## src/rtl/ldst_pkg.sv

```systemverilog
// Shared encodings and helpers for the MEM-stage load/store initiator.
// Size codes, FSM states and lane masks used by ldst_unit and ldst_lane.
package ldst_pkg;

   localparam int DW = 64;

   localparam logic [1:0] SZ_B = 2'd0;
   localparam logic [1:0] SZ_H = 2'd1;
   localparam logic [1:0] SZ_W = 2'd2;
   localparam logic [1:0] SZ_D = 2'd3;

   typedef enum logic [2:0] {
      S_IDLE,
      S_RD,
      S_CAP,
      S_WR,
      S_RESP
   } state_t;

   // Right-aligned mask covering one lane of the given size.
   function automatic logic [DW-1:0] lane_mask(input logic [1:0] size);
      logic [DW-1:0] m;
      m = '0;
      case (size)
         SZ_B:    m = 64'h0000_0000_0000_00FF;
         SZ_H:    m = 64'h0000_0000_0000_FFFF;
         SZ_W:    m = 64'h0000_0000_FFFF_FFFF;
         default: m = '1;
      endcase
      return m;
   endfunction

   function automatic logic misaligned(input logic [1:0] size,
                                       input logic [2:0] off);
      logic m;
      m = 1'b0;
      case (size)
         SZ_B:    m = 1'b0;
         SZ_H:    m = off[0];
         SZ_W:    m = |off[1:0];
         default: m = |off;
      endcase
      return m;
   endfunction

endpackage

```

## src/rtl/ldst_lane.sv

```systemverilog
// Combinational lane logic: little-endian extract/extend for loads and
// lane merge into a captured word for read-modify-write stores.
module ldst_lane
   import ldst_pkg::*;
#(
   parameter int BITSIZE  = 64,
   parameter int OFF_BITS = 3
) (
   input  logic [BITSIZE-1:0]  word,
   input  logic [BITSIZE-1:0]  wdata,
   input  logic [1:0]          size,
   input  logic [OFF_BITS-1:0] off,
   input  logic                sign_ext,
   output logic [BITSIZE-1:0]  rdata,
   output logic [BITSIZE-1:0]  merged
);

   logic [OFF_BITS+2:0] sh;
   logic [BITSIZE-1:0]  lane;
   logic [BITSIZE-1:0]  mask;

   assign sh     = {off, 3'b000};
   assign lane   = word >> sh;
   assign mask   = BITSIZE'(lane_mask(size)) << sh;
   assign merged = (word & ~mask) | ((wdata << sh) & mask);

   always_comb begin
      rdata = '0;
      case (size)
         SZ_B: rdata = {{(BITSIZE-8){sign_ext & lane[7]}}, lane[7:0]};
         SZ_H: rdata = {{(BITSIZE-16){sign_ext & lane[15]}}, lane[15:0]};
         SZ_W: rdata = {{(BITSIZE-32){sign_ext & lane[31]}}, lane[31:0]};
         default: rdata = lane;
      endcase
   end

endmodule

```

## src/rtl/ldst_unit.sv

```systemverilog
// MEM-stage load/store requester driving a word-addressed Data_Memory;
// sub-dword stores are done as read-modify-write.
module ldst_unit
   import ldst_pkg::*;
#(
   parameter int BITSIZE  = 64,
   parameter int OFF_BITS = 3
) (
   input  logic               clk,
   input  logic               rst,
   input  logic               req_valid,
   output logic               req_ready,
   input  logic               req_write,
   input  logic [1:0]         req_size,
   input  logic               req_signed,
   input  logic [BITSIZE-1:0] req_addr,
   input  logic [BITSIZE-1:0] req_wdata,
   output logic               resp_valid,
   output logic [BITSIZE-1:0] resp_rdata,
   output logic               resp_err,
   output logic [BITSIZE-1:0] address,
   output logic [BITSIZE-1:0] writeData,
   output logic               memWrite,
   output logic               memRead,
   input  logic [BITSIZE-1:0] readData
);

   state_t              state;
   logic                r_write;
   logic                r_signed;
   logic [1:0]          r_size;
   logic [OFF_BITS-1:0] r_off;
   logic [BITSIZE-1:0]  r_wdata;
   logic [BITSIZE-1:0]  r_data;
   logic                r_err;
   logic                wr_q;
   logic [BITSIZE-1:0]  lane_rdata;
   logic [BITSIZE-1:0]  lane_merged;

   ldst_lane #(
      .BITSIZE  (BITSIZE),
      .OFF_BITS (OFF_BITS)
   ) u_lane (
      .word     (readData),
      .wdata    (r_wdata),
      .size     (r_size),
      .off      (r_off),
      .sign_ext (r_signed),
      .rdata    (lane_rdata),
      .merged   (lane_merged)
   );

   // A reset arriving on the write edge must not let the word be committed.
   assign memWrite = wr_q & ~rst;

   always_ff @(posedge clk) begin
      if (rst) begin
         state      <= S_IDLE;
         req_ready  <= 1'b1;
         resp_valid <= 1'b0;
         resp_rdata <= '0;
         resp_err   <= 1'b0;
         address    <= '0;
         writeData  <= '0;
         wr_q       <= 1'b0;
         memRead    <= 1'b0;
         r_write    <= 1'b0;
         r_signed   <= 1'b0;
         r_size     <= SZ_B;
         r_off      <= '0;
         r_wdata    <= '0;
         r_data     <= '0;
         r_err      <= 1'b0;
      end else begin
         resp_valid <= 1'b0;
         case (state)
            S_IDLE: begin
               if (req_valid && req_ready) begin
                  r_write   <= req_write;
                  r_size    <= req_size;
                  r_signed  <= req_signed;
                  r_off     <= req_addr[OFF_BITS-1:0];
                  r_wdata   <= req_wdata;
                  r_data    <= '0;
                  req_ready <= 1'b0;
                  if (misaligned(req_size, req_addr[OFF_BITS-1:0])) begin
                     r_err <= 1'b1;
                     state <= S_RESP;
                  end else begin
                     r_err   <= 1'b0;
                     address <= {req_addr[BITSIZE-1:OFF_BITS],
                                 {OFF_BITS{1'b0}}};
                     if (req_write && req_size == SZ_D) begin
                        writeData <= req_wdata;
                        wr_q      <= 1'b1;
                        state     <= S_WR;
                     end else begin
                        memRead <= 1'b1;
                        state   <= S_RD;
                     end
                  end
               end
            end
            S_RD: begin
               memRead <= 1'b0;
               state   <= S_CAP;
            end
            S_CAP: begin
               if (r_write) begin
                  writeData <= lane_merged;
                  wr_q      <= 1'b1;
                  state     <= S_WR;
               end else begin
                  r_data <= lane_rdata;
                  state  <= S_RESP;
               end
            end
            S_WR: begin
               wr_q  <= 1'b0;
               state <= S_RESP;
            end
            S_RESP: begin
               resp_valid <= 1'b1;
               resp_rdata <= r_data;
               resp_err   <= r_err;
               req_ready  <= 1'b1;
               state      <= S_IDLE;
            end
            default: state <= S_IDLE;
         endcase
      end
   end

endmodule

```

## config.mk

```make
export PLATFORM = sky130hd
export DESIGN_NAME = ldst_unit
export DESIGN_NICKNAME = d
export VERILOG_FILES = /design/src/rtl/ldst_pkg.sv /design/src/rtl/ldst_lane.sv /design/src/rtl/ldst_unit.sv
export SDC_FILE = /design/constraint.sdc
export NUM_CORES = 1
export LEC_CHECK = 0
export CAP_MARGIN = 20
export CORE_UTILIZATION = 35
export CTS_CLUSTER_SIZE = 30
export DETAILED_ROUTE_END_ITERATION = 7
export SYNTH_ARGS = -nofsm -noshare
export SYNTH_HDL_FRONTEND = slang
export SYNTH_SLANG_ARGS = --single-unit
```

## constraint.sdc

```tcl
create_clock -name clk -period 2.8 [get_ports clk]
set_clock_uncertainty 0.1 [all_clocks]
set_input_delay 0.42 -clock clk [delete_from_list [all_inputs] [get_ports clk]]
set_output_delay 0.42 -clock clk [all_outputs]
set_load 0.1 [all_outputs]
```

== Word-level counts from Yosys, hierarchy flattened ==
Cells that the tools add are included.
Widths: inputs -> output; s select.

* Memories kept: 0
* Output and inout port bits: 197
* Bits of input ports: 199
* Flip-flop bits (word level): 333
* Bits in read-only memories: 0
* Bits in writable memories: 0
* Logic and storage cells: 94
* Bits in latches: 0

* Add/sub/neg operators: 0
* Shift-type cells: 3
* Bitwise gates (word level): 10
* $mul: 0
* Reduce and logical (&&, ||, !) cells: 18
* Eq/ne operators: 15
* Order comparisons: 0
* Mux-type cells: 32
* Divide/modulo/power cells: 0

{| class="wikitable"
|+ Operator list
! cell !! number
|-
| $mux 64 || 6
|-
| $pmux 64 s3 || 2
|-
| $pmux 64 s2 || 2
|-
| $and 64x64->64 || 2
|-
| $shl 64x6->64 || 2
|-
| $not 64->64 || 1
|-
| $or 64x64->64 || 1
|-
| $shr 64x6->64 || 1
|-
| $mux 1 || 13
|-
| $ne 2x2->1 const B || 6
|-
| $pmux 3 s4 || 1
|-
| $reduce_and 5->1 || 2
|-
| $mux 3 || 3
|-
| $eq 2x2->1 const B || 3
|-
| $eq 3x2->1 const B || 2
|-
| $pmux 1 s3 || 2
|-
| $reduce_and 3->1 || 2
|-
| $reduce_bool 2->1 || 3
|-
| $and 1x1->1 || 4
|-
| $eq 2x1->1 const B || 2
|-
| $logic_not 2->1 || 2
|-
| $pmux 1 s2 || 2
|-
| $reduce_and 2->1 || 2
|-
| $reduce_and 4->1 || 1
|-
| other kinds (9) || 11
|}

== Logic depth before layout (Yosys ltp) ==
* Depth in word-level cells: 8
* Gate-level depth with buffers: 10
* Mapped depth without buffers: 5

== By module ==
Synthesis repeated with hierarchy kept, for this count alone.

* Cell total of the unflattened synthesis: 1935
* Area total of the unflattened synthesis: 17550.6 um^2

{| class="wikitable"
|+ Modules (own cells, without submodules)
! module !! times used !! sequential area each (um^2) !! area each (um^2) !! cells an instance
|-
| ldst_unit || 1 || 6666.4 || 12738.5 || 1355
|-
| ldst_lane || 1 || 0.0 || 4812.1 || 580
|}

== Worst setup path before layout ==
No wires, ideal clock.

* Kind: input to output
* Start point: in rst
* End point: out memWrite
* Stages: 3
* Buffers on the path: 2
* Setup slack: 162 ps
* Data required time: 2280 ps
* Data arrival time: 2118 ps
* Path through: clkbuf_1 clkbuf_1 nor2b_1

* Cells in the longest elaborated chain, start to end: 2

{| class="wikitable"
|+ RTL lines
! element !! line !! RTL
|-
| start: declaration || ldst_unit.sv:10 || <nowiki>input logic rst,</nowiki>
|-
| $not 1->1 || ldst_unit.sv:54 || <nowiki>assign memWrite = wr_q & ~rst;</nowiki>
|-
| $and 1x1->1 || ldst_unit.sv:54 ||
|-
| end: declaration || ldst_unit.sv:23 || <nowiki>output logic memWrite,</nowiki>
|}

No other way between the ends.

== Worst setup path in the final report ==
* Start point: reg r_off[0]
* End point: reg writeData[53]

* Cells in the longest elaborated chain, start to end: 6
* Elaborated cells on any way between the ends: 8
* Classes of those cells: shift: 2; mux: 2; bitwise: 4

{| class="wikitable"
|+ RTL lines
! element !! line !! RTL
|-
| start: declaration || ldst_unit.sv:32 || <nowiki>logic [OFF_BITS-1:0] r_off;</nowiki>
|-
| start signal: assignment || ldst_unit.sv:82 || <nowiki>r_off <= req_addr[OFF_BITS-1:0];</nowiki>
|-
| $shl 64x6->64 || ldst_lane.sv:24 || <nowiki>assign mask = BITSIZE'(lane_mask(size)) << sh;</nowiki>
|-
| $not 64->64 || ldst_lane.sv:25 || <nowiki>assign merged = (word & ~mask) | ((wdata << sh) & mask);</nowiki>
|-
| $and 64x64->64 || ldst_lane.sv:25 ||
|-
| $or 64x64->64 * || ldst_lane.sv:25 ||
|-
| $mux 64 * || ldst_unit.sv:109 || <nowiki>if (r_write) begin</nowiki>
|-
| $pmux 64 s2 * || ldst_unit.sv:76 || <nowiki>case (state)</nowiki>
|-
| end signal: assignment || ldst_unit.sv:94 || <nowiki>writeData <= req_wdata;</nowiki>
|-
| end signal: assignment || ldst_unit.sv:110 || <nowiki>writeData <= lane_merged;</nowiki>
|-
| end: declaration || ldst_unit.sv:22 || <nowiki>output logic [BITSIZE-1:0] writeData,</nowiki>
|}

Every way passes the cells marked *; elsewhere a longest branch is shown, timed or not. The select of a mux whose other input is x is not followed.
A chain may end at the register's enable or synchronous reset.

==> metrics.md <==
| Metric | Value |
|---|---|
| CTS tree | built |
| Drt via density | about 5.6 |
| Top-area cell type share of the netlist area | 41.50% |
| Initial antenna violation count | 1 |
| Overflow after GRT | 0 |
| Final Hold Vio Count | 0 |
| Initial Utilization | 35.48% |
| Distinct cells, synth | 75 |
| Max-Cap Viols | 0 |
| Post-Route WL | 66910 um |
| Top_reg_cell synth | dfxtp_1 |
| Hold path cells | 2 |
| Routed via count | roughly 16000 |
| CTS Buf Count | 39 |
| Net count, final | around 2500 |
| Die W | 216.2 um |
| Number of flops mapped to enable cells by yosys | 0 |
| Maximum VDD drop | ~570 uV |
| Fraction of registers with async set/reset | 0% |
| Leakage | 8.333 nW |
| Clk buf depth | 3 |
| Final worst path period share | roughly nine tenths |
| Sequential fraction of the synthesis area | 41.50% |
| Clock input transition at the sequential cells of the worst setup and hold paths | 0.06 ns |
| Startpoint Class | register |
| Top post-synthesis cells by count | nand2_1, dfxtp_1, a21oi_1, clkbuf_1, nor2_1 |
| Num ports | 396 |
| Dpl hpwl | 50690 um |
| Pwr Total | between 10 and 15 mW |
| Worst Path Required | 3.15 ns |
| Worst r2r path cells | 8 |
| Sink Count | 333 |
| PortBufs | 392 |
| PwrDens | around 600 nW/um^2 |
| Average cell area after synthesis | around 8.5 um^2 |
| Worst Path Max Fanout | 24 |
| Final Wtd Congestion | 0.9279 |
| Ys Warns | 0 |
| Root Buffer | clkbuf_16 |
| Iter 0 DRT Violations | 1427 |
| Wire per inst | 23.22 um |
| Least-Margin Pin Slew | about 1.1 ns |
| Seq cells post-synth | ~330 |
| Synth top area cells | dfxtp_1, nand2_1, a21oi_1 |
| Fmax | 0.4011 GHz |
| Clock latency on the worst-skew pair | 0.56 ns |
| Synthesized cell area | between 15000 and 20000 um^2 |
| First-pass GRT wire length | 98090 um |
| Final setup vio count | 0 |
| Crit end category | register |
| Final Max Slew Viols | 0 |
| Core ar. | 45280 um^2 |
| Setup TNS | 0 ns |
| Hold/Removal Path Class | in -> reg |
| Setup bufs post-CTS | 0 |
| Row count | 78 |
| Critical path class | reg -> reg |
| Most frequent cell after synthesis | nand2_1 |
| First-pass iteration count of the detailed router | 5 |
| CTS resizes | 0 |
| Total GRT Usage | 27.80% |
| Min Tclk post-route | 2.493 ns |
| Synthesized netlist cell count | between 1500 and 2000 |
| Chip height | 216.2 um |
| Layout cells sized above 1 | 20.88% |
| Largest net degree at the start of global routing | 133 |
| Vias in the first global route | 15110 |
| CTS H-tree lvls | 2 |
| Remaining antenna violation count after routing | 0 |
| Fillers | 4402 |
| Die area | approximately 47000 um^2 |
| Status | completed |
| CTS Hold Bufs | 0 |
| Drt drc | 0 |
| Unrepaired setup endpoints after global routing | false |
| WP data arrival | 2.85 ns |
| Leading area contributor after synthesis | dfxtp_1 |
| Area growth, synth to finish | 35.70% |
| Max_slew headroom | 26.77% |
power breakdown:
group	switching [mW]	internal, mW	total [mW]
Clock	2.08	3.00	5.08
Combinational	1.85	1.08	2.94
Sequential	0.197	4.90	5.10
Total	4.13	8.99	13.1
through the flow:
step | hold slack (ns) | utilization, % | cell area, um^2 | instances | setup slack (ns)
final | 0.1018 | 48.14 | 21800 | 2881 | 0.3066
after global routing | 0.1104 | 48.14 | 21800 | 2880 | 0.1765
after CTS | 0.07706 | 48.14 | 21800 | 2880 | 0.3019
after detailed placement | 0.3350 | 45.31 | 20520 | 2810 | 0.08216
after global placement | 0.3320 | 45.31 | 20520 | 2810 | 0.1498
after floorplan | 0.3165 | - | 16070 | 1890 | 0.1618
final timing paths:
check / start / to / slack, ns
max: r_off[0] / writeData[53] / 0.31
min: rst / r_data[5] / 0.10
max reg2reg: r_off[0] / writeData[53] / 0.31
min reg2reg: r_data[15] / r_data[15] / 0.34
final cells by class:
type	count	area [um^2]	area share, %
multi-input combinational	1369	8556	39.24
sequential	333	6674	30.61
timing repair buffer	495	4488	20.59
clock buffer	55	1127	5.171
tap	600	750.7	3.444
clock inverter	15	153.9	0.7059
inverter	13	48.80	0.2238
antenna	1	2.502	0.01148
critical path, stage by stage (launching register included):
cell and delay [ns]:
dfxtp_4 0.56, buf_12 0.23, nor2b_1 0.23, buf_4 0.25
a2bb2oi_1 0.12, a222oi_1 0.34, buf_4 0.19, nand3_1 0.07
a311oi_1 0.29
cells by family (layout without fill, tap and decap cells):
group	after synthesis	count (layout)	share of synthesized area, %
flops	333	333	41.50
buf+inv	188	578	5.600
compound gates	587	587	24.49
other cells	1	4	0.02334
simple gates	625	625	16.67
mux	154	154	11.71
state kept, by name (all words and copies together) (netlist names), 2 cells and up:
signal	count
r_data	64
r_wdata	64
resp_rdata	64
writeData	64
address	61
r_off	3
state	3
r_size	2
layer usage:
layer	part of all wire (%)	vias to the layer above	GRT usage (%)
met3	8.1	147	5.993
met5	0.018	-	0
li1	-	7519	-
met1	41	7622	36.00
met4	5.1	2	14.06
met2	45	725	43.53
cells in the final DEF (no fill, tap or decap), drive strengths merged, types with 4 or more instances in the layout:
master         count
nand2            407
dfxtp            333
buf              298
a21oi            210
clkdlybuf4s50    197
nor2             100
o21ai            100
mux2i             89
a22o              65
clkbuf            55
mux2              42
a211oi            32
a311oi            27
mux4              23
a2bb2oi           23
nor3              22
nand2b            21
nand3             18
o211ai            18
a211o             18
or2               18
a22oi             16
inv               15
a21o              11
and2              11
nor2b              9
a32oi              9
a221oi             9
o22ai              9
a222oi             8
o31ai              8
o221ai             7
o311a              7
clkinv             6
clkinvlp           5
nor4               5
nor3b              4
Note: power is estimated with default switching activity, not from simulation.
==> RTL edit (same settings) <==
Put one more register stage on the output `resp_err`, with the module's reset. The value now appears one clock later. The other outputs are not delayed to match.
--- a/src/rtl/ldst_unit.sv
+++ b/src/rtl/ldst_unit.sv
@@ -25,4 +25,6 @@
    input  logic [BITSIZE-1:0] readData
 );
+
+   logic resp_err_s0;
 
    state_t              state;
@@ -60,5 +62,5 @@
          resp_valid <= 1'b0;
          resp_rdata <= '0;
-         resp_err   <= 1'b0;
+         resp_err_s0 <= 1'b0;
          address    <= '0;
          writeData  <= '0;
@@ -123,5 +125,5 @@
                resp_valid <= 1'b1;
                resp_rdata <= r_data;
-               resp_err   <= r_err;
+               resp_err_s0 <= r_err;
                req_ready  <= 1'b1;
                state      <= S_IDLE;
@@ -132,4 +134,12 @@
    end
 
+   always_ff @(posedge clk) begin
+      if (rst) begin
+         resp_err <= '0;
+      end else begin
+         resp_err <= resp_err_s0;
+      end
+   end
+
 endmodule
 
Check against the original RTL: not equivalent (Yosys sat finds a counterexample within 4 cycles, from zero or initial values and one cycle with rst high).
==> RTL edit against the unedited design <==
  * Clock power rose by 4%
  * Sequential share of layout area barely moved
  * Total power rose by 0.45%
  * Sequential cell count rose by 1
  * Area after synthesis rose by 2.8%
  * Cell count fell by 0.56%
  * Final area rose by 0.16%
  * Core utilization fell by 1.2 points
  * Routed wire length rose by 1.0%
  * Setup slack got worse by 0.080 ns
  * Largest power group is now clock
==> RTL edit: results (changes against the unedited design) <==
* Outcome: finished clean
* 1st-pass router iterations at 8 (+3)
* Routability-driven placement congestion ratio at 0.9832 (+6.0%)
* Synth async-reset ratio at 0% (unchanged)
* Synth cell count leaders: 430 x nand2_1, 334 x dfxtp_1, 213 x a21oi_1
* Layout Nets at 2426 (-0.98%)
* Post-place instance area at 20500 µm² (about the same)
* H-tree Lvls at 2 (unchanged)
* DP Wirelength at 51300 µm (+1.2%)
* Clock buffer count from CTS at 39 (unchanged)
* Post_cts resized at 0 (unchanged)
* Longest Clk Path Bufs at 3 (unchanged)
* Syn. warnings at 0 (unchanged)
* Crit path max fanout at 23 (-4.2%)
* Initial antenna violation count at 4 (+3)
* Reg-to-reg endpoint: r_data[17]
* Post-CTS Setup Inserts at 0 (unchanged)
* Cell with the most instances after synthesis: nand2_1
* Seq/Total Area, Yosys at 40.50% (-1.0 points)
* Worst slew pin tran at 0.8510 ns (-0.2435 ns)
* R2R Path Start: r_off[0]
* Worst-path clk slew at 0.07 ns
* Power per Cell Area at 603.6 nW/µm² (+0.30%)
* Hold Startpoint: rst
* Hold Path Class: in -> reg
* Fillers at 4497 (+2.2%)
* Vias in the first global route at 15040 (-0.48%)
* Clock Tree Root: clkbuf_16
* Crit path max-delay cell type: dfxtp_4
* Worst skew pair latency at 0.58 ns (+0.02 ns)
* Wire length of the first global-routing pass at 97720 µm (-0.37%)
* R2R cell count at 5 (-3)
* Drt initial violations at 1437 (+0.70%)
* Leak pwr at 8.249 nW (-1.0%)
* Area contributors post-synth: dfxtp_1 40%, nand2_1 9.8%, a21oi_1 6.5%, mux2i_1 4.9%, mux4_2 4.4%
* Dpl ws at -0.03209 ns (-0.1143 ns)
* Worst reg-to-reg setup slack at 0.23 ns (-0.08 ns)
* Yosys cell types at 74 (-1.3%)
* Worst Path Arrival at 2.88 ns (+0.03 ns)
* IO buf count at 392 (unchanged)
* WHS Endpoint: r_data[7]
* Peak VDD IR at 0.3964 mV (-31%)
* Drt wl/cell at 23.60 µm (+1.6%)
* Largest net degree at the start of global routing at 72 (-46%)
* Worst hold path stage count at 2 (unchanged)
* Share of cells above drive strength 1 at 21.42% (+0.54 points)
* Overall routing resource usage at 27.21% (-0.60 points)
* DR vias/cell at 5.689 (+2.3%)
* Max stage delay on crit path at 0.60 ns (+0.04 ns)
==> RTL edit: cell types whose count changed after synthesis, sizes merged, moves of 11 or more <==
cell     change
nand2       +25
a211o       -16
a2bb2oi     -15
o31ai       +20
mux2        +15
o21ai       -55
a211oi      -20
o211ai      +18
a311oi      +31
nor2        -11
==> RTL edit: layer usage <==
metal | global-route usage [%] | up-vias | wire length [µm]
met2 | 42.73 | 772 | 30980
met1 | 37.33 | 7874 | 28980
li1 | - | 7514 | -
met5 | 0 | - | 25
met3 | 4.380 | 135 | 5337
met4 | 10.16 | 4 | 2287
==> RTL edit: critical path, delay by kind of cell, from the launching register on <==
family,cells,cell delay (ns)
and+or+nand+nor,3,0.91
muxes,1,0.60
AOI/OAI and AO/OA,1,0.20
DFF,1,0.60
==> RTL edit: where the power goes <==
part | internal [W] | total, W | switching [W]
logic | 0.000987 | 0.00278 | 0.00179
registers | 0.00492 | 0.00511 | 0.000193
clock network | 0.00318 | 0.00528 | 0.00210
==> RTL edit: how the worst max path moves through the flow <==
stage / start / end / slack (ns) / cells after the start
after global routing: r_off[2] / writeData[45] / 0.13 / 6
after global placement: readData[47] / r_data[21] / 0.04 / 6
after detailed placement: readData[47] / r_data[17] / -0.03 / 6
after CTS: r_off[0] / r_data[17] / 0.29 / 5
final: r_off[0] / r_data[17] / 0.23 / 5
after floorplan: rst / memWrite / 0.14 / 3
==> RTL edit: cell families (layout without fill, tap and decap cells) <==
group | after synthesis | in the layout | share of synthesized area [%]
AND/OR/NAND/NOR | 645 | 645 | 16.57
AO/OA/AOI/OAI | 554 | 554 | 23.44
flip-flops | 334 | 334 | 40.50
buffers and inverters | 195 | 549 | 6.312
multiplexers | 170 | 170 | 13.16
other | 1 | 6 | 0.02271
==> RTL edit: layout make-up <==
class / instances / share of cell area (%)
multi-input combinational: 1372 / 40.43
inverter: 9 / 0.1547
clock buffer: 55 / 5.346
timing repair buffer: 471 / 19.16
clock inverter: 14 / 0.7392
antenna: 3 / 0.03438
tap: 607 / 3.478
sequential: 334 / 30.66
==> RTL edit: per-stage QoR <==
stage	power, W	hold WS [ns]	cells
3_3_place_gp	0.007936	0.3422	2793
2_1_floorplan	0.006951	0.3259	1901
6_report	0.01318	0.2018	2865
4_1_cts	0.01323	0.1643	2862
3_5_place_dp	0.007950	0.3479	2793
5_1_grt	0.01361	0.2062	2864
